==> src/rtl/gpio_write_arbiter.sv <==
// Round-robin arbiter sharing the GPIO output register's write port between
// the CPU store path (requester 0) and the peripheral sequencer (requester 1).
module gpio_write_arbiter #(
  parameter int WIDTH = 32
) (
  input  logic             clk,
  input  logic             Rst,
  input  logic             req0,
  input  logic [1:0]       op0,
  input  logic [WIDTH-1:0] data0,
  output logic             ack0,
  input  logic             req1,
  input  logic [1:0]       op1,
  input  logic [WIDTH-1:0] data1,
  output logic             ack1,
  input  logic [WIDTH-1:0] gpio_q,
  output logic [WIDTH-1:0] gpio_d,
  output logic             gpio_en,
  output logic             busy
);

  typedef enum logic [1:0] {IDLE, GRANT, WRITE} state_e;
  typedef enum logic [1:0] {OP_WRITE, OP_SET, OP_CLEAR, OP_TOGGLE} op_e;

  state_e           state_q, state_d;
  logic [1:0]       op_q, op_d;
  logic [WIDTH-1:0] data_q, data_d;
  logic             last_q, last_d;
  logic             ack0_q, ack0_d;
  logic             ack1_q, ack1_d;
  logic             gpio_en_q, gpio_en_d;
  logic             busy_q, busy_d;
  logic             winner;

  // NOTE: every always_comb output gets a default first, so no path leaves
  // a variable unassigned and no latch is inferred.
  always_comb begin
    state_d   = state_q;
    op_d      = op_q;
    data_d    = data_q;
    last_d    = last_q;
    ack0_d    = 1'b0;
    ack1_d    = 1'b0;
    gpio_en_d = 1'b0;
    busy_d    = busy_q;
    // On a tie the requester that was not served last wins.
    winner    = (req0 && req1) ? ~last_q : req1;

    case (state_q)
      IDLE: begin
        if (req0 || req1) begin
          state_d = GRANT;
          op_d    = winner ? op1 : op0;
          data_d  = winner ? data1 : data0;
          last_d  = winner;
          ack0_d  = ~winner;
          ack1_d  = winner;
          busy_d  = 1'b1;
        end
      end
      GRANT: begin
        state_d   = WRITE;
        gpio_en_d = 1'b1;
        busy_d    = 1'b1;
      end
      WRITE: begin
        state_d = IDLE;
        busy_d  = 1'b0;
      end
      default: begin
        state_d = IDLE;
        busy_d  = 1'b0;
      end
    endcase
  end

  // NOTE: sequential state uses non-blocking assignments so every flop
  // samples the pre-edge values, independent of statement order.
  always_ff @(posedge clk or posedge Rst) begin
    if (Rst) begin
      state_q   <= IDLE;
      op_q      <= 2'b00;
      data_q    <= '0;
      last_q    <= 1'b1;
      ack0_q    <= 1'b0;
      ack1_q    <= 1'b0;
      gpio_en_q <= 1'b0;
      busy_q    <= 1'b0;
    end else begin
      state_q   <= state_d;
      op_q      <= op_d;
      data_q    <= data_d;
      last_q    <= last_d;
      ack0_q    <= ack0_d;
      ack1_q    <= ack1_d;
      gpio_en_q <= gpio_en_d;
      busy_q    <= busy_d;
    end
  end

  // Read-modify-write against the live register output, only while writing.
  always_comb begin
    gpio_d = '0;
    if (state_q == WRITE) begin
      case (op_e'(op_q))
        OP_WRITE:  gpio_d = data_q;
        OP_SET:    gpio_d = gpio_q | data_q;
        OP_CLEAR:  gpio_d = gpio_q & ~data_q;
        OP_TOGGLE: gpio_d = gpio_q ^ data_q;
        default:   gpio_d = '0;
      endcase
    end
  end

  assign ack0    = ack0_q;
  assign ack1    = ack1_q;
  assign gpio_en = gpio_en_q;
  assign busy    = busy_q;

endmodule
==> config.mk <==
export PLATFORM = sky130hd
export DESIGN_NAME = gpio_write_arbiter
export DESIGN_NICKNAME = d
export VERILOG_FILES = /design/src/rtl/gpio_write_arbiter.sv
export SDC_FILE = /design/constraint.sdc
export NUM_CORES = 1
export LEC_CHECK = 0
export ABC_CLOCK_PERIOD_IN_PS = 2350
export CELL_PAD_IN_SITES_DETAIL_PLACEMENT = 1
export CELL_PAD_IN_SITES_GLOBAL_PLACEMENT = 1
export CORE_ASPECT_RATIO = 1.5
export CORE_MARGIN = 2
export CORE_UTILIZATION = 35
export DETAILED_ROUTE_END_ITERATION = 8
export PLACE_DENSITY_LB_ADDON = 0.1
export SLEW_MARGIN = 0
export SYNTH_ARGS = -nofsm -noshare
export SYNTH_HDL_FRONTEND = slang
export SYNTH_SLANG_ARGS = --single-unit
==> constraint.sdc <==
create_clock -name clk -period 2.35 [get_ports clk]
set_clock_uncertainty 0.1 [all_clocks]
set_input_delay 0.5875 -clock clk [delete_from_list [all_inputs] [get_ports clk]]
set_output_delay 0.5875 -clock clk [all_outputs]
set_load 0.01 [all_outputs]
==> key figures, run 1 <==
Drt
  – Final ANT Viol Nets: 0
  – DR DRC count: 0
  – Drt wl/cell: 18.3 µm
  – DRT iter0 DRCs: 75
  – DR vias: 4,010
  – Drt pass-1 iters: 4
  – Final wirelength: 14,900 µm
  – Vias per cell: about 4.9

Setup path
  – Critical Path End Type: output pin
  – Crit path arrival time: 1.75 ns
  – R2R depth: 4
  – RR Endpoint: data_q[9]
  – Req. time, crit path: between 1.5 and 2 ns
  – CP Cell Sequence: buf_2 -> inv_1 -> ha_4 -> mux4_2 -> and2_4 -> buf_6
  – Setup crit end: gpio_d[4]
  – Critical path class: input pin to output pin
  – Reg2Reg Launch Point: state_q[0]
  – Setup crit start kind: input pin
  – Crit path max-delay family: multiplexers
  – Critical path buffer and inverter count: 3
  – Slowest stage delay, CP: 0.48 ns
  – Worst path depth: 6
  – Slowest CP cell: mux4_2
  – Worst-path maximum fanout: 2
  – Reg2Reg Setup Slack: 0.69 ns
  – Setup crit start: gpio_q[4]

Synth
  – Top cell type's share of synthesized area: around a quarter
  – Yosys reg bits: 41
  – Dominant synthesized flop cell: dfrtp_1
  – Mapped Nets: 614
  – Post-synth ARST share: 100%
  – Post-Syn Area: roughly 4200 µm²
  – Yosys top cell by area: dfrtp_1
  – Mean post-synth cell area: 9.44 µm²
  – Post-Synthesis Cells: 446
  – Post-synth EDFFs: 0
  – Yosys warns: 0
  – Number of distinct library cells after synthesis: 23
  – Synth top cells by count: inv_1, nand2_1, ha_1
  – Most common cell in the netlist: inv_1
  – Synth area leaders: dfrtp_1, ha_1, mux4_2
  – Sequential share of the synthesized area: 24.4%

STA
  – Slew headroom: about three fifths
  – RSZ-0062 raised after global routing: true
  – Final period util: 104%
  – Min Hold Slack: 0.465 ns
  – Fin crit period: approximately 2.4 ns
  – Transition time of the tightest slew-check pin: 0.602 ns
  – Fin. max-slew vios: 0
  – Max Clk Rate: 410 MHz
  – Setup ws final: -0.0917 ns
  – Setup TNS: -1.29 ns
  – Final setup violation count: 32
  – Endpoints failing hold: 0

Power and ir drop
  – VDD IR max: 601 µV
  – Cell-internal power: between 4 and 5 mW
  – P_sw: 3.04 mW
  – Flop pwr share: 17.8%
  – Total leakage power: around 3.1 nW
  – Clk pwr share: under 10%
  – Sw frac: approximately 40%
  – PwrDens: approximately 1100 nW/µm²
  – Comb power frac: 73.2%

GRT
  – GR Overflow Total: 0
  – Vias in the first global route: 4,700
  – Largest net degree at the start of global routing: 36
  – First-pass GRT wire length: 23,600 µm
  – Total track usage: ~23%
  – Initial antenna violation count: 0

Floorplanning
  – Die height: 138 µm
  – DIE WIDTH: between 90 and 100 µm
  – Num rows: 49
  – Die ar.: 12,900 µm²
  – I/O pin count: 140
  – Core box area: 11,900 µm²
  – Initial Util: 35.4%

Placed design
  – Detailed placement HPWL: 10,700 µm
  – Routability cong.: 0.805
  – Placed Area: 6280 µm²
  – Port bufs: between 100 and 150
  – Post-place setup slack: -0.902 ns

Clock network
  – Root buffer cell: clkbuf_16
  – Clk Latency, worst-skew pair: 0.29 ns
  – Clock Tree Buf Depth: 2
  – Number of CTS-inserted buffers: 5
  – CTS tree: built
  – Worst-path clk slew: 0.06 ns
  – CTS HTree Levels: 2
  – Hold buffers post-CTS: 0
  – Clock sink count: between 40 and 50

Run status
  – Failing checks: setup timing
  – Outcome: complete, but fails checks

Job
  – Max_cap viols: 0

Final layout
  – Fillcell total: around 1,300
  – Layout cells sized above 1: a little over half
  – Synth-to-layout area growth: 66.4%
  – Footprint of the multi-input gates: 3170 µm²
  – Final core utilization: 58.9%
  – NumNets Final: between 800 and 900
  – Inserted Diodes: 0
  – Post-route cell area: 7010 µm²
  – Seq. cell area: 1030 µm²

Worst hold path
  – Min-Delay Path Class: flip-flop to flip-flop
[cells in the final DEF (no fill, tap or decap), types with 2 or more instances in the layout]
| cell | count |
|---|---|
| a21oi_1 | 35 |
| a31oi_1 | 25 |
| a31oi_4 | 10 |
| and2_1 | 4 |
| and2_4 | 29 |
| buf_12 | 6 |
| buf_2 | 24 |
| buf_4 | 88 |
| buf_6 | 41 |
| clkbuf_1 | 3 |
| clkbuf_16 | 5 |
| clkdlybuf4s50_1 | 75 |
| dfrtp_1 | 38 |
| dfrtp_2 | 2 |
| ha_1 | 7 |
| ha_2 | 23 |
| ha_4 | 34 |
| inv_1 | 38 |
| inv_2 | 59 |
| mux4_2 | 32 |
| nand2_1 | 68 |
| nor2b_1 | 2 |
| nor3_1 | 2 |
[power groups by stage]
stage               logic, mW  clock network, mW  registers (mW)
floorplan                2.87                  0            1.28
global placement         4.56                  0            1.29
detailed placement       4.78                  0            1.32
CTS                      5.18              0.707            1.35
global route             6.09              0.733            1.40
finish                   5.56              0.687            1.35
[through the flow]
step	power (mW)	cells
after floorplan	4.16	446
after global placement	5.85	789
after detailed placement	6.10	789
after CTS	7.24	806
after global routing	8.22	811
final	7.60	811
[sequential cells by signal (all words and copies together), names as in the netlist]
name	cells
ack0	1
ack1	1
busy	1
data_q	32
gpio_en	1
last_q	1
op_q	2
state_q	2
[final cells by class]
class,instances,area share (%)
Inverter,97,5.20
Sequential cell,41,14.7
Clock buffer,8,1.95
Timing Repair Buffer,234,30.2
Tap cell,153,2.73
Multi-Input combinational cell,278,45.3
[worst reg2reg max path, stage by stage (launching register included)]
cell and delay, ns:
dfrtp_1 0.39, buf_4 0.16, nor2_4 0.10, and2_4 0.54
a31oi_1 0.21
[layer usage]
layer  vias to the layer above  GRT usage (%)  part of all wire, %
met1                      2024           24.0                   36
li1                       1879              -                    -
met5                         -              0                    0
met4                         0           6.03                  1.5
met3                        15           3.43                  3.5
met2                        92           46.6                   59
[logic make-up (layout without fill, tap and decap cells)]
| kind of cell | count (synthesis) | count (layout) | share of synthesized area [%] |
|---|---|---|---|
| compound gates | 72 | 72 | 13.4 |
| flops | 41 | 41 | 24.4 |
| simple gates | 110 | 110 | 12.2 |
| buf+inv | 127 | 339 | 13.8 |
| fa+ha+maj | 64 | 64 | 19.0 |
| mux | 32 | 32 | 17.1 |
[what timing repair did]
| action | in CTS | in global routing |
|---|---|---|
| buffers inserted | 9 | 5 |
| gates resized for setup | 389 | 55 |
| pin swaps | 51 | 26 |
| endpoints found under the setup margin | 32 | 32 |
[worst min-delay path by stage]
stage	start	endpoint	cells past startpoint
final	state_q[1]	state_q[1]	2
after floorplan	state_q[1]	gpio_en	1
after CTS	state_q[1]	state_q[1]	2
after detailed placement	busy	busy	2
after global placement	busy	busy	2
after global routing	last_q	last_q	1
(Power assumes the default switching activity.)
==> run 2: changes to the inputs <==
- CAP_MARGIN: unset -> 0
- REMOVE_ABC_BUFFERS: unset -> 1
==> run 2 against run 1 <==
Net effect:
- the flow still finishes with violations (setup timing)
- wire length barely moved
- critical path depth did not move
- core utilization rose by 0.27 points
- sequential share of layout area fell by 0.068 points
- critical path type unchanged
- highest routed layer unchanged
==> key figures, run 2 (synthesis gave the netlist of run 1 again) <==
Drt
  – Final ANT Viol Nets: 0
  – Drt wl/cell: between 15 and 20 µm
  – Vias per cell: 4.99
  – DR vias: 4,069
  – DRT iter0 DRCs: 69
  – DR DRC count: 0
  – Drt pass-1 iters: 4
  – Final wirelength: between 10,000 and 15,000 µm

Power and ir drop
  – Total leakage power: 3.20 nW
  – PwrDens: 1110 nW/µm²
  – VDD IR max: 498 µV
  – Design Power: 7.78 mW

Setup path
  – Setup crit start kind: input pin
  – Req. time, crit path: ~1.7 ns
  – Critical path class: input pin to output pin
  – Worst-path maximum fanout: 2
  – Critical Path End Type: output pin
  – Crit path arrival time: 1.74 ns

Floorplanning
  – I/O pin count: 140
  – Die ar.: 12,900 µm²
  – Initial Util: 35.4%
  – Die height: 138 µm
  – DIE WIDTH: between 90 and 100 µm
  – Core box area: 11,900 µm²
  – Num rows: 49

STA
  – Max Clk Rate: 412 MHz
  – Transition time of the tightest slew-check pin: 0.460 ns
  – Fin. max-slew vios: 0
  – RSZ-0062 raised after global routing: true
  – Endpoints failing hold: 0
  – Final period util: 103%
  – Setup ws final: -0.0771 ns
  – Final setup violation count: 31
  – Fin crit period: 2.43 ns
  – Slew headroom: 69.3%
  – Setup TNS: -1.08 ns
  – Min Hold Slack: 0.449 ns

GRT
  – GR Overflow Total: 0
  – First-pass GRT wire length: 23,600 µm
  – Largest net degree at the start of global routing: 25
  – Initial antenna violation count: 0
  – Vias in the first global route: 4,770
  – Total track usage: 23.4%

Final layout
  – NumNets Final: 829
  – Commonest non-fill, non-tap cells in the layout: buf_4, clkdlybuf4s50_1, nand2_1
  – Post-route cell area: a little over 7000 µm²
  – Synth-to-layout area growth: 67.2%
  – Number of flip-flops under the largest register name: 32
  – Most common cell after layout, fill and taps aside: buf_4
  – Final core utilization: 59.2%
  – Reg with most FFs: data_q
  – Layout cells sized above 1: 52.4%
  – Inserted Diodes: 0
  – Biggest registers after layout: data_q (32), op_q (2), state_q (2)

Clock network
  – Clock sink count: 41
  – Clock Tree Buf Depth: 2
  – Hold buffers post-CTS: 0
  – Worst-path clk slew: 0.06 ns
  – Root buffer cell: clkbuf_16
  – CTS tree: built
  – Number of CTS-inserted buffers: 5
  – CTS HTree Levels: 2
  – Clk Latency, worst-skew pair: between 0.2 and 0.3 ns

Placed design
  – Detailed placement HPWL: 10,700 µm
  – Routability cong.: 0.776
  – Port bufs: 139
  – Placed Area: 6310 µm²

Run status
  – Failing checks: setup timing
  – Outcome: complete, but fails checks

Job
  – Max_cap viols: 0

Worst hold path
  – Min-Delay Path Class: flip-flop to flip-flop
## run 2: changes by cell type in the layout (fill, tap and decap cells not counted), moves of 3 or more
cell	previous run	this run
and2_1	4	11
and2_4	29	22
buf_12	6	9
buf_2	24	29
buf_4	88	83
ha_1	7	13
ha_2	23	18
inv_1	38	42
inv_2	59	55
## run 2: worst paths after layout
check,slack [ns],startpoint,endpoint,cells after the start
max reg2reg,0.89,state_q[0],data_q[10],5
min,0.45,busy,busy,2
max,-0.08,gpio_q[8],gpio_d[8],6
min reg2reg,0.45,busy,busy,2
min in group asynchronous,0.53,Rst,data_q[25],2
max in group asynchronous,1.04,Rst,last_q,3
## run 2: final cells by class
class	instances	area, µm²
repair buffers	238	2190
well taps	153	191
clock inverters	2	10.0
inverters	97	364
clock buffers	6	129
flip-flops and latches	41	1030
multi-input cells	278	3130
fillers	1301	4860
## run 2: critical path, stage by stage
cell and delay [ns]:
buf_6 0.10, buf_4 0.13, ha_2 0.17, mux4_2 0.47
and2_1 0.15, buf_2 0.13
## run 2: through the flow
| step | std cells | worst slack [ns] |
|---|---|---|
| after CTS | 810 | -0.0713 |
| after floorplan | 416 | -0.409 |
| after global routing | 815 | -0.106 |
| after detailed placement | 787 | -0.898 |
| after global placement | 787 | -0.870 |
| final | 815 | -0.0771 |
## run 2: timing repair
action,CTS,global route
setup buffers,14,6
resized for setup,402,25
cloned,1,1
pin swaps,59,12
setup endpoints to repair,32,32
## run 2: power by group
group          leakage [nW]  internal, mW  switching, mW
logic                  2.66          3.22           2.54
registers             0.463          1.08          0.264
clock network        0.0706         0.391          0.294
total                  3.20          4.69           3.10
## run 2: per-layer routing
metal | share of wire, % | GRT usage [%] | vias up
li1 | - | - | 1892
met5 | 0 | 0 | -
met1 | 35 | 23.3 | 2047
met3 | 3.4 | 2.94 | 28
met4 | 2.6 | 7.17 | 0
met2 | 59 | 48.0 | 102
